==> src/rtl/clock_time_controller.sv <==
// clock_time_controller: 12-hour timekeeping, alarm time, alarm arm/ring/silence FSM and buzzer drive.
`default_nettype none

module clock_time_controller #(
  parameter int RING_SECONDS = 60,
  parameter int AL_STEP_MIN  = 10
) (
  input  logic       clk,
  input  logic       reset,
  input  logic       tick_1hz,
  input  logic       tick_buzz,
  input  logic       sec_adj,
  input  logic       min_adj,
  input  logic       hrs_adj,
  input  logic       al_adj,
  input  logic       al_toggle,
  output logic [5:0] seconds,
  output logic [5:0] minutes,
  output logic [3:0] hours,
  output logic [5:0] al_minutes,
  output logic [3:0] al_hours,
  output logic       al_on,
  output logic       ringing,
  output logic       buzzer
);

  localparam logic [7:0] RING_LAST = 8'(RING_SECONDS - 1);
  localparam logic [6:0] AL_STEP   = 7'(AL_STEP_MIN);

  typedef enum logic [1:0] {
    DISARMED = 2'd0,
    ARMED    = 2'd1,
    RINGING  = 2'd2
  } state_t;

  state_t     state, state_next;
  logic       tick_pend, tick_pend_next;
  logic       match_d, match, match_rise;
  logic [7:0] ring_cnt, ring_cnt_next;
  logic       buzzer_next;
  logic       any_adj, do_tick, timeout;
  logic [5:0] sec_next, min_next, al_min_next;
  logic [3:0] hrs_next, al_hrs_next;
  logic [6:0] al_sum, al_wrap;

  // A tick that collides with a time adjust is deferred by one cycle via tick_pend.
  assign any_adj        = sec_adj | min_adj | hrs_adj;
  assign do_tick        = !any_adj && (tick_1hz || tick_pend);
  assign tick_pend_next = any_adj && (tick_pend || tick_1hz);

  always_comb begin
    sec_next = seconds;
    min_next = minutes;
    hrs_next = hours;
    if (do_tick) begin
      if (seconds == 6'd59) begin
        sec_next = 6'd0;
        if (minutes == 6'd59) begin
          min_next = 6'd0;
          hrs_next = (hours == 4'd11) ? 4'd0 : hours + 4'd1;
        end else begin
          min_next = minutes + 6'd1;
        end
      end else begin
        sec_next = seconds + 6'd1;
      end
    end else begin
      if (sec_adj) sec_next = (seconds == 6'd59) ? 6'd0 : seconds + 6'd1;
      if (min_adj) min_next = (minutes == 6'd59) ? 6'd0 : minutes + 6'd1;
      if (hrs_adj) hrs_next = (hours == 4'd11) ? 4'd0 : hours + 4'd1;
    end
  end

  assign al_sum  = {1'b0, al_minutes} + AL_STEP;
  assign al_wrap = al_sum - 7'd60;

  always_comb begin
    al_min_next = al_minutes;
    al_hrs_next = al_hours;
    if (al_adj) begin
      if (al_sum >= 7'd60) begin
        al_min_next = al_wrap[5:0];
        al_hrs_next = (al_hours == 4'd11) ? 4'd0 : al_hours + 4'd1;
      end else begin
        al_min_next = al_sum[5:0];
      end
    end
  end

  assign match      = (hours == al_hours) && (minutes == al_minutes) && (seconds == 6'd0);
  assign match_rise = match && !match_d;
  assign timeout    = tick_1hz && (ring_cnt == RING_LAST);

  always_comb begin
    state_next    = state;
    ring_cnt_next = ring_cnt;
    case (state)
      DISARMED: begin
        if (al_toggle) state_next = ARMED;
      end
      ARMED: begin
        if (al_toggle) begin
          state_next = DISARMED;
        end else if (match_rise) begin
          state_next    = RINGING;
          ring_cnt_next = 8'd0;
        end
      end
      RINGING: begin
        if (al_toggle || timeout) begin
          state_next = ARMED;
        end else if (tick_1hz) begin
          ring_cnt_next = ring_cnt + 8'd1;
        end
      end
      default: state_next = ARMED;
    endcase
  end

  // Buzzer only runs while staying in RINGING; entry and exit both force it low.
  assign buzzer_next = (state == RINGING && state_next == RINGING) ? (buzzer ^ tick_buzz) : 1'b0;

  always_ff @(posedge clk) begin
    if (reset) begin
      seconds    <= 6'd0;
      minutes    <= 6'd0;
      hours      <= 4'd0;
      al_minutes <= 6'd0;
      al_hours   <= 4'd0;
      state      <= ARMED;
      tick_pend  <= 1'b0;
      ring_cnt   <= 8'd0;
      match_d    <= 1'b1;
      buzzer     <= 1'b0;
      al_on      <= 1'b1;
      ringing    <= 1'b0;
    end else begin
      seconds    <= sec_next;
      minutes    <= min_next;
      hours      <= hrs_next;
      al_minutes <= al_min_next;
      al_hours   <= al_hrs_next;
      state      <= state_next;
      tick_pend  <= tick_pend_next;
      ring_cnt   <= ring_cnt_next;
      match_d    <= match;
      buzzer     <= buzzer_next;
      al_on      <= (state_next != DISARMED);
      ringing    <= (state_next == RINGING);
    end
  end

endmodule

`default_nettype wire

==> config.mk <==
export PLATFORM = sky130hd
export DESIGN_NAME = clock_time_controller
export DESIGN_NICKNAME = d
export VERILOG_FILES = /design/src/rtl/clock_time_controller.sv
export SDC_FILE = /design/constraint.sdc
export NUM_CORES = 1
export LEC_CHECK = 0
export BUFFER_PORTS_ARGS = -buffer_cell sky130_fd_sc_hd__buf_2
export CAP_MARGIN = 10
export CORE_MARGIN = 1.5
export CORE_UTILIZATION = 50
export DETAILED_ROUTE_END_ITERATION = 8
export PLACE_DENSITY_LB_ADDON = 0.2
export SYNTH_ARGS = -nofsm -noshare
export SYNTH_HDL_FRONTEND = slang
export SYNTH_SLANG_ARGS = --single-unit
==> constraint.sdc <==
create_clock -name clk -period 2.15 [get_ports clk]
set_input_delay 0.5375 -clock clk [delete_from_list [all_inputs] [get_ports clk]]
set_output_delay 0.5375 -clock clk [all_outputs]
set_load 0.02 [all_outputs]
==> results by group, run 1 <==
Placed design
  – Inst Count DP: 364
  – RD Place Congestion: 0.832
  – Setup WS pre-CTS: -0.108 ns
  – HPWL after DPL: 3620 um
  – Post-DP Area: 2590 um^2
  – PortBufs: 36

Pwr
  – Power density cells: between 500 and 600 nW/um^2
  – Pint: 1.16 mW
  – Combinational share of power: 0.217
  – Overall power: 1.64 mW
  – Clock power share: 0.292
  – Leakage: 1.24 nW
  – Switch Pwr: 0.488 mW
  – Max VDD drop: about 430 uV
  – Sw frac: 0.297
  – Sequential group share of total power: 0.491

Routing
  – DR pass1 iterations: 4
  – Via/cell ratio: between 5 and 6
  – Residual DRC: 0
  – DR iter-0 viols: 131
  – ANT nets after route: 0
  – Wire per inst: between 10 and 15 um
  – Final wirelength: ~5100 um
  – DR vias: around 2100

Timing
  – Hold WS: between 0.4 and 0.5 ns
  – Worst Max-Slew Pin Slew: ~0.6 ns
  – Rel. slew slack: 0.598
  – Hold Fails Final Rpt: 0
  – Clock period minus worst slack: 2.20 ns
  – Setup WS post-layout: -0.0456 ns
  – Final setup skew: 0.00844 ns
  – RSZ-0062 raised after global routing: true
  – Fmax: roughly 460 MHz
  – Slew Viols, Final: 0
  – Final Cycle Share: 1.02
  – Setup_tns: -0.0504 ns
  – Setup-failing EPs final: 2

Synthesis
  – Flops & latches, synth: 40
  – Synthesized Nets: 280
  – Area leader, netlist: dfxtp_1
  – Seq/Total Area, Yosys: 0.357
  – Library cells used by synthesis: 49
  – Post-Synthesis Cells: 262
  – Synth Flop Type: dfxtp_1
  – Synthesis Warnings: 0
  – Avg Inst Size Synth: between 8 and 9 um^2
  – Asr flop ratio synth: 0
  – Netlist Area Pre-Place: 2240 um^2
  – Post-synth EDFFs: 0
  – Top post-synthesis cells by area: dfxtp_1, xor2_1, nor2_1
  – Share of the synthesized area in the top cell type: 0.357

Hold path
  – Hold Crit Class: reg2reg

Global route
  – Gr usage total: 0.214
  – Pin count of the biggest net entering global routing: 34
  – Vias in the first global route: 1912
  – Met2 usage: 0.362
  – Met1 usage: 0.270
  – Top Usage Layer GRT: met2
  – First-pass GRT wire length: between 8000 and 9000 um
  – GR Overflow Total: 0
  – Met3 Resource Use GR: 0.0476
  – Antenna violations before repair: 0

Worst setup path
  – CP endpoint kind: flop
  – Crit path largest cell delay: 0.47 ns
  – CP max FO: 3
  – Crit path required time: 2.38 ns
  – Worst setup SP type: flop
  – Crit path arrival time: 2.43 ns
  – CP Class: reg2reg
  – Kind of cell adding the most delay to the critical path: simple AND/OR/NAND/NOR gates
  – Cells along the critical path: inv_4, ha_4, or4b_4, nor4_4, and4_4, nor2_4, or4_1, a21boi_1
  – Crit path buf inv count: 1
  – Critical-path top delay cell: or4b_4

CTS
  – CTS Buf Count: 5
  – CTS Buffer Depth: 2
  – Root Buffer: clkbuf_8
  – # clock sinks: 40
  – CTS tree: built
  – Clock Pin Slew Worst Setup and Hold Paths: 0.08 ns
  – Htree depth: 2
  – Clock Latency Late Sink: 0.29 ns

Finish
  – Nets: 341
  – Area Growth Syn to Fin: 25.8%
  – FILL cells: 377
  – Final std cells w/o fill: 375
  – Antenna cells: 0
  – Fraction of layout cells with a size suffix above 1: 0.300
  – Post-layout util: 0.653
  – Fin area: 2820 um^2

Floorplanning
  – Die area: 4900 um^2
  – Width of the die: roughly 70 um
  – Initial Util: 0.519
  – Die Y-Extent: 70 um
  – Core area: 4320 um^2
  – I/O Pins: 38
  – Row count: 24

Flow run
  – Max-Cap Viols: 0

Status
  – Outcome: complete, but fails checks
  – Violated checks: setup timing
==> layer usage <==
metal  vias up  wire (um)
li1       1053          -
met1       986       2350
met2        38       2520
met3         7        201
met4         0         80
met5         -          0
==> cells in the mapped netlist (2+ instances only) <==
| cell | n |
|---|---|
| a21boi_0 | 2 |
| a21o_1 | 4 |
| a21oi_1 | 10 |
| a31oi_1 | 4 |
| a41o_1 | 2 |
| and2_1 | 2 |
| buf_6 | 2 |
| clkbuf_1 | 6 |
| dfxtp_1 | 40 |
| ha_1 | 9 |
| inv_1 | 10 |
| mux2i_1 | 7 |
| nand2_1 | 21 |
| nand2b_1 | 7 |
| nand3_1 | 5 |
| nand4_1 | 9 |
| nand4b_1 | 3 |
| nor2_1 | 36 |
| nor3_1 | 8 |
| nor3b_1 | 2 |
| nor4_1 | 3 |
| o211ai_1 | 2 |
| o21a_1 | 3 |
| o21ai_0 | 9 |
| o311ai_0 | 3 |
| o31ai_1 | 2 |
| or2_2 | 2 |
| or3_1 | 2 |
| or3_2 | 2 |
| or4_1 | 3 |
| xnor2_1 | 8 |
| xor2_1 | 17 |
==> sequential cells by signal, summed over array words and instances (netlist names) <==
| name | count |
|---|---|
| al_hours | 4 |
| al_minutes | 5 |
| al_on | 1 |
| buzzer | 1 |
| hours | 4 |
| match_d | 1 |
| minutes | 6 |
| ring_cnt | 8 |
| ringing | 1 |
| seconds | 6 |
| state | 2 |
| tick_pend | 1 |
==> path summary, 6_finish.rpt <==
| check | startpoint | depth (start not counted) | end | slack (ns) |
|---|---|---|---|---|
| setup reg to reg | seconds[1]$_SDFFE_PP0P_ | 8 | ring_cnt[7]$_SDFFE_PP0P_ | -0.05 |
| hold reg to reg | ring_cnt[7]$_SDFFE_PP0P_ | 2 | ring_cnt[7]$_SDFFE_PP0P_ | 0.49 |
| hold / removal | ring_cnt[7]$_SDFFE_PP0P_ | 2 | ring_cnt[7]$_SDFFE_PP0P_ | 0.49 |
| setup / recovery | seconds[1]$_SDFFE_PP0P_ | 8 | ring_cnt[7]$_SDFFE_PP0P_ | -0.05 |
==> power by group through the flow <==
stage	combinational, mW	clock, mW	sequential, mW
4_1_cts	0.318	0.494	0.800
5_1_grt	0.392	0.527	0.811
2_1_floorplan	0.186	0	0.841
3_3_place_gp	0.297	0	0.816
3_5_place_dp	0.304	0	0.816
6_report	0.357	0.480	0.807
==> cells by family after synthesis <==
kind of cell / Yosys count / synth area share
AND/OR/NAND/NOR: 113 / 0.269
AO/OA/AOI/OAI: 47 / 0.139
flip-flops: 40 / 0.357
XOR/XNOR: 25 / 0.0975
buffers and inverters: 20 / 0.0546
adder cells (fa/ha/maj): 9 / 0.0502
multiplexers: 7 / 0.0312
other: 1 / 0.00167
==> cell type report <==
type / count / area, um^2 / share of cell area
clock buffers: 6 / 72.6 / 0.0257
clock inverters: 1 / 5.00 / 0.00177
inverters: 10 / 42.5 / 0.0151
multi-input cells: 202 / 1430 / 0.506
flip-flops and latches: 40 / 811 / 0.287
well taps: 52 / 65.1 / 0.0230
repair buffers: 64 / 398 / 0.141
==> layout by cell type (no fill, tap or decap), types with 3 or more instances in the layout <==
cell / count
nor3_1: 8
o21a_1: 3
nand2b_1: 6
buf_2: 36
ha_4: 3
nand4_1: 9
ha_1: 6
a21o_1: 4
a31oi_1: 4
xor2_1: 17
o311ai_0: 3
nand4b_1: 3
clkbuf_8: 5
xnor2_1: 8
dfxtp_1: 36
buf_4: 26
nand3_1: 5
nand2_1: 21
nor2_1: 36
or4_1: 3
a21oi_1: 8
o21ai_0: 7
nor4_1: 3
inv_1: 8
mux2i_1: 7
==> tightest hold or removal path, delay by kind of cell, from the launching register on <==
family | cells | cell delay [ns]
AO/OA/AOI/OAI | 2 | 0.13
flip-flops | 1 | 0.33
==> repair_timing <==
item | in CTS | in global routing
setup buffers | 3 | 1
gates resized for setup | 7 | 19
pin swaps | 3 | 10
endpoints found under the setup margin | 8 | 15
hold buffers | 0 | 0
No activity file was read; power rests on OpenSTA's default activity.
==> run 2, diff against run 1 <==
Settings changed: CORE_MARGIN 1.5 to 10, GPL_TIMING_DRIVEN set to 0.
==> run 2 against run 1 <==
The run still ends with setup timing left; sequential cell count is the same; global-route usage shrank 7.7 points; critical path depth rose by 1; critical path type unchanged.
==> results by group, run 2 (synthesis gave the netlist of run 1 again) <==
Finish
  – Most frequent cells in the layout: dfxtp_1, buf_2, nor2_1 (was nor2_1, dfxtp_1, buf_2)
  – Area Growth Syn to Fin: 20.1% (was 25.8%)
  – Largest regs: ring_cnt x8, minutes x6, seconds x6 (unchanged)
  – FILL cells: 400 (was 377)
  – Antenna cells: 0 (unchanged)
  – Max FFs per register: 8 (unchanged)
  – Biggest register: ring_cnt (unchanged)
  – Nets: 328 (was 341)
  – Fraction of layout cells with a size suffix above 1: 0.238 (was 0.300)
  – Post-layout util: 0.619 (was 0.653)

Routing
  – Residual DRC: 0 (unchanged)
  – Final wirelength: 5180 um (was 5150 um)
  – DR iter-0 viols: 90 (was 131)
  – DR pass1 iterations: 4 (unchanged)
  – Wire per inst: 14.3 um (was 13.7 um)
  – ANT nets after route: 0 (unchanged)
  – DR vias: 2008 (was 2084)
  – Via/cell ratio: 5.53 (was 5.56)

Hold path
  – Hold Crit Class: reg2reg (unchanged)
  – Worst Hold Path EP: ring_cnt[7]$_SDFFE_PP0P_ (unchanged)
  – Hold Crit Start: ring_cnt[7]$_SDFFE_PP0P_ (unchanged)
  – Hold depth: 2 (unchanged)

CTS
  – CTS tree: built (unchanged)
  – CTS Buf Count: 5 (unchanged)
  – # clock sinks: 40 (unchanged)
  – Htree depth: 2 (unchanged)
  – Clock Latency Late Sink: 0.29 ns (about the same)
  – CTS Buffer Depth: 2 (unchanged)
  – Clock Pin Slew Worst Setup and Hold Paths: 0.08 ns (about the same)
  – Hold_buf cts: 0 (unchanged)
  – Root Buffer: clkbuf_8 (unchanged)

Worst setup path
  – Reg2reg setup slack: -0.09 ns (was -0.05 ns)
  – Worst setup SP type: flop (unchanged)
  – Crit path required time: 2.38 ns (about the same)
  – CP endpoint kind: flop (unchanged)
  – CP Class: reg2reg (unchanged)
  – R2R depth: 9 (was 8)
  – Critical R2R Capture: ring_cnt[7]$_SDFFE_PP0P_ (unchanged)
  – Reg2reg start: seconds[0]$_SDFFE_PP0P_ (was seconds[1]$_SDFFE_PP0P_)
  – Worst Setup SP: seconds[0]$_SDFFE_PP0P_ (was seconds[1]$_SDFFE_PP0P_)
  – Crit path arrival time: 2.47 ns (was 2.43 ns)
  – CP max FO: 7 (was 3)

Global route
  – Pin count of the biggest net entering global routing: 13 (was 34)
  – GR Overflow Total: 0 (unchanged)
  – Vias in the first global route: 1840 (was 1912)
  – Antenna violations before repair: 0 (unchanged)
  – First-pass GRT wire length: 8540 um (was 8590 um)
  – Gr usage total: 0.137 (was 0.214)

Status
  – Outcome: complete, but fails checks (unchanged)
  – Violated checks: setup timing (unchanged)

Floorplanning
  – Die area: 7570 um^2 (was 4900 um^2)
  – Width of the die: 87 um (was 70 um)
  – Row count: 24 (unchanged)
  – Die Y-Extent: 87 um (was 70 um)
  – I/O Pins: 38 (unchanged)
  – Core area: 4350 um^2 (was 4320 um^2)
  – Initial Util: 0.516 (was 0.519)

Placed design
  – RD Place Congestion: 0.833 (was 0.832)
  – PortBufs: 36 (unchanged)
  – HPWL after DPL: 3820 um (was 3620 um)

Pwr
  – Leakage: 1.16 nW (was 1.24 nW)
  – Max VDD drop: 285 uV (was 430 uV)
  – Power density cells: 603 nW/um^2 (was 582 nW/um^2)
  – Overall power: 1.63 mW (was 1.64 mW)

Timing
  – Rel. slew slack: 0.573 (was 0.598)
  – Final setup skew: 0.00383 ns (was 0.00844 ns)
  – RSZ-0062 raised after global routing: true (unchanged)
  – Slew Viols, Final: 0 (unchanged)
  – Final Cycle Share: 1.04 (was 1.02)
  – Setup WS post-layout: -0.0851 ns (was -0.0456 ns)
  – Setup-failing EPs final: 5 (was 2)
  – Worst Max-Slew Pin Slew: 0.638 ns (was 0.603 ns)
  – Hold Fails Final Rpt: 0 (unchanged)
  – Fmax: 447 MHz (was 455 MHz)
  – Clock period minus worst slack: 2.24 ns (was 2.20 ns)

Flow run
  – Max-Cap Viols: 0 (unchanged)
-- run 2: timing repair --
action | CTS | global route
gates cloned | 0 | 0
pin swaps | 4 | 3
resized for setup | 5 | 13
setup endpoints to repair | 10 | 13
buffers inserted | 3 | 3
hold endpoints to repair | 0 | 0
-- run 2: metrics by stage --
step | hold WS (ns) | instance area (um^2) | setup WS [ns] | TNS (ns) | cells
2_1_floorplan | 0.450 | 2250 | -0.108 | -0.108 | 262
3_3_place_gp | 0.463 | 2500 | -0.175 | -0.819 | 350
3_5_place_dp | 0.476 | 2500 | -0.181 | -0.870 | 350
4_1_cts | 0.485 | 2610 | -0.103 | -0.369 | 360
5_1_grt | 0.513 | 2700 | -0.165 | -0.780 | 363
6_report | 0.484 | 2700 | -0.0851 | -0.281 | 363
-- run 2: worst max-delay path, cell delays in order (launching register included) --
cell and delay, ns:
dfxtp_4 0.36, inv_4 0.05, ha_4 0.11, or4b_4 0.46, nor4_2 0.23, and4_1 0.24, buf_6 0.11, nor2_4 0.05
or4_1 0.42, a21boi_1 0.14
-- run 2: final cells by class --
class | instances | area [um^2] | share of cell area
sequential | 40 | 816 | 0.303
inverter | 10 | 42.5 | 0.0158
clock inverter | 1 | 5.00 | 0.00186
tap | 52 | 65.1 | 0.0241
clock buffer | 7 | 76.3 | 0.0283
timing repair buffer | 42 | 225 | 0.0835
multi-input combinational | 202 | 1390 | 0.514
buffer | 9 | 81.3 | 0.0302
-- run 2: per-layer routing --
layer,part of all wire,up-vias,track usage
met4,0.011,0,0.0398
met2,0.46,24,0.226
met5,0,-,0
li1,-,1032,-
met3,0.044,6,0.0440
met1,0.48,946,0.165
-- run 2: how the worst max path moves through the flow --
stage / end / slack [ns]
floorplan: ring_cnt[7]$_SDFFE_PP0P_ / -0.11
global placement: ring_cnt[7]$_SDFFE_PP0P_ / -0.17
detailed placement: ring_cnt[7]$_SDFFE_PP0P_ / -0.18
CTS: ring_cnt[7]$_SDFFE_PP0P_ / -0.10
global route: ring_cnt[7]$_SDFFE_PP0P_ / -0.17
finish: ring_cnt[7]$_SDFFE_PP0P_ / -0.09
-- run 2: where the power goes --
group	leakage (nW)	switching [mW]	total (mW)	internal, mW
sequential	0.328	0.0343	0.804	0.770
clock	0.0422	0.270	0.499	0.228
combinational	0.792	0.178	0.323	0.145
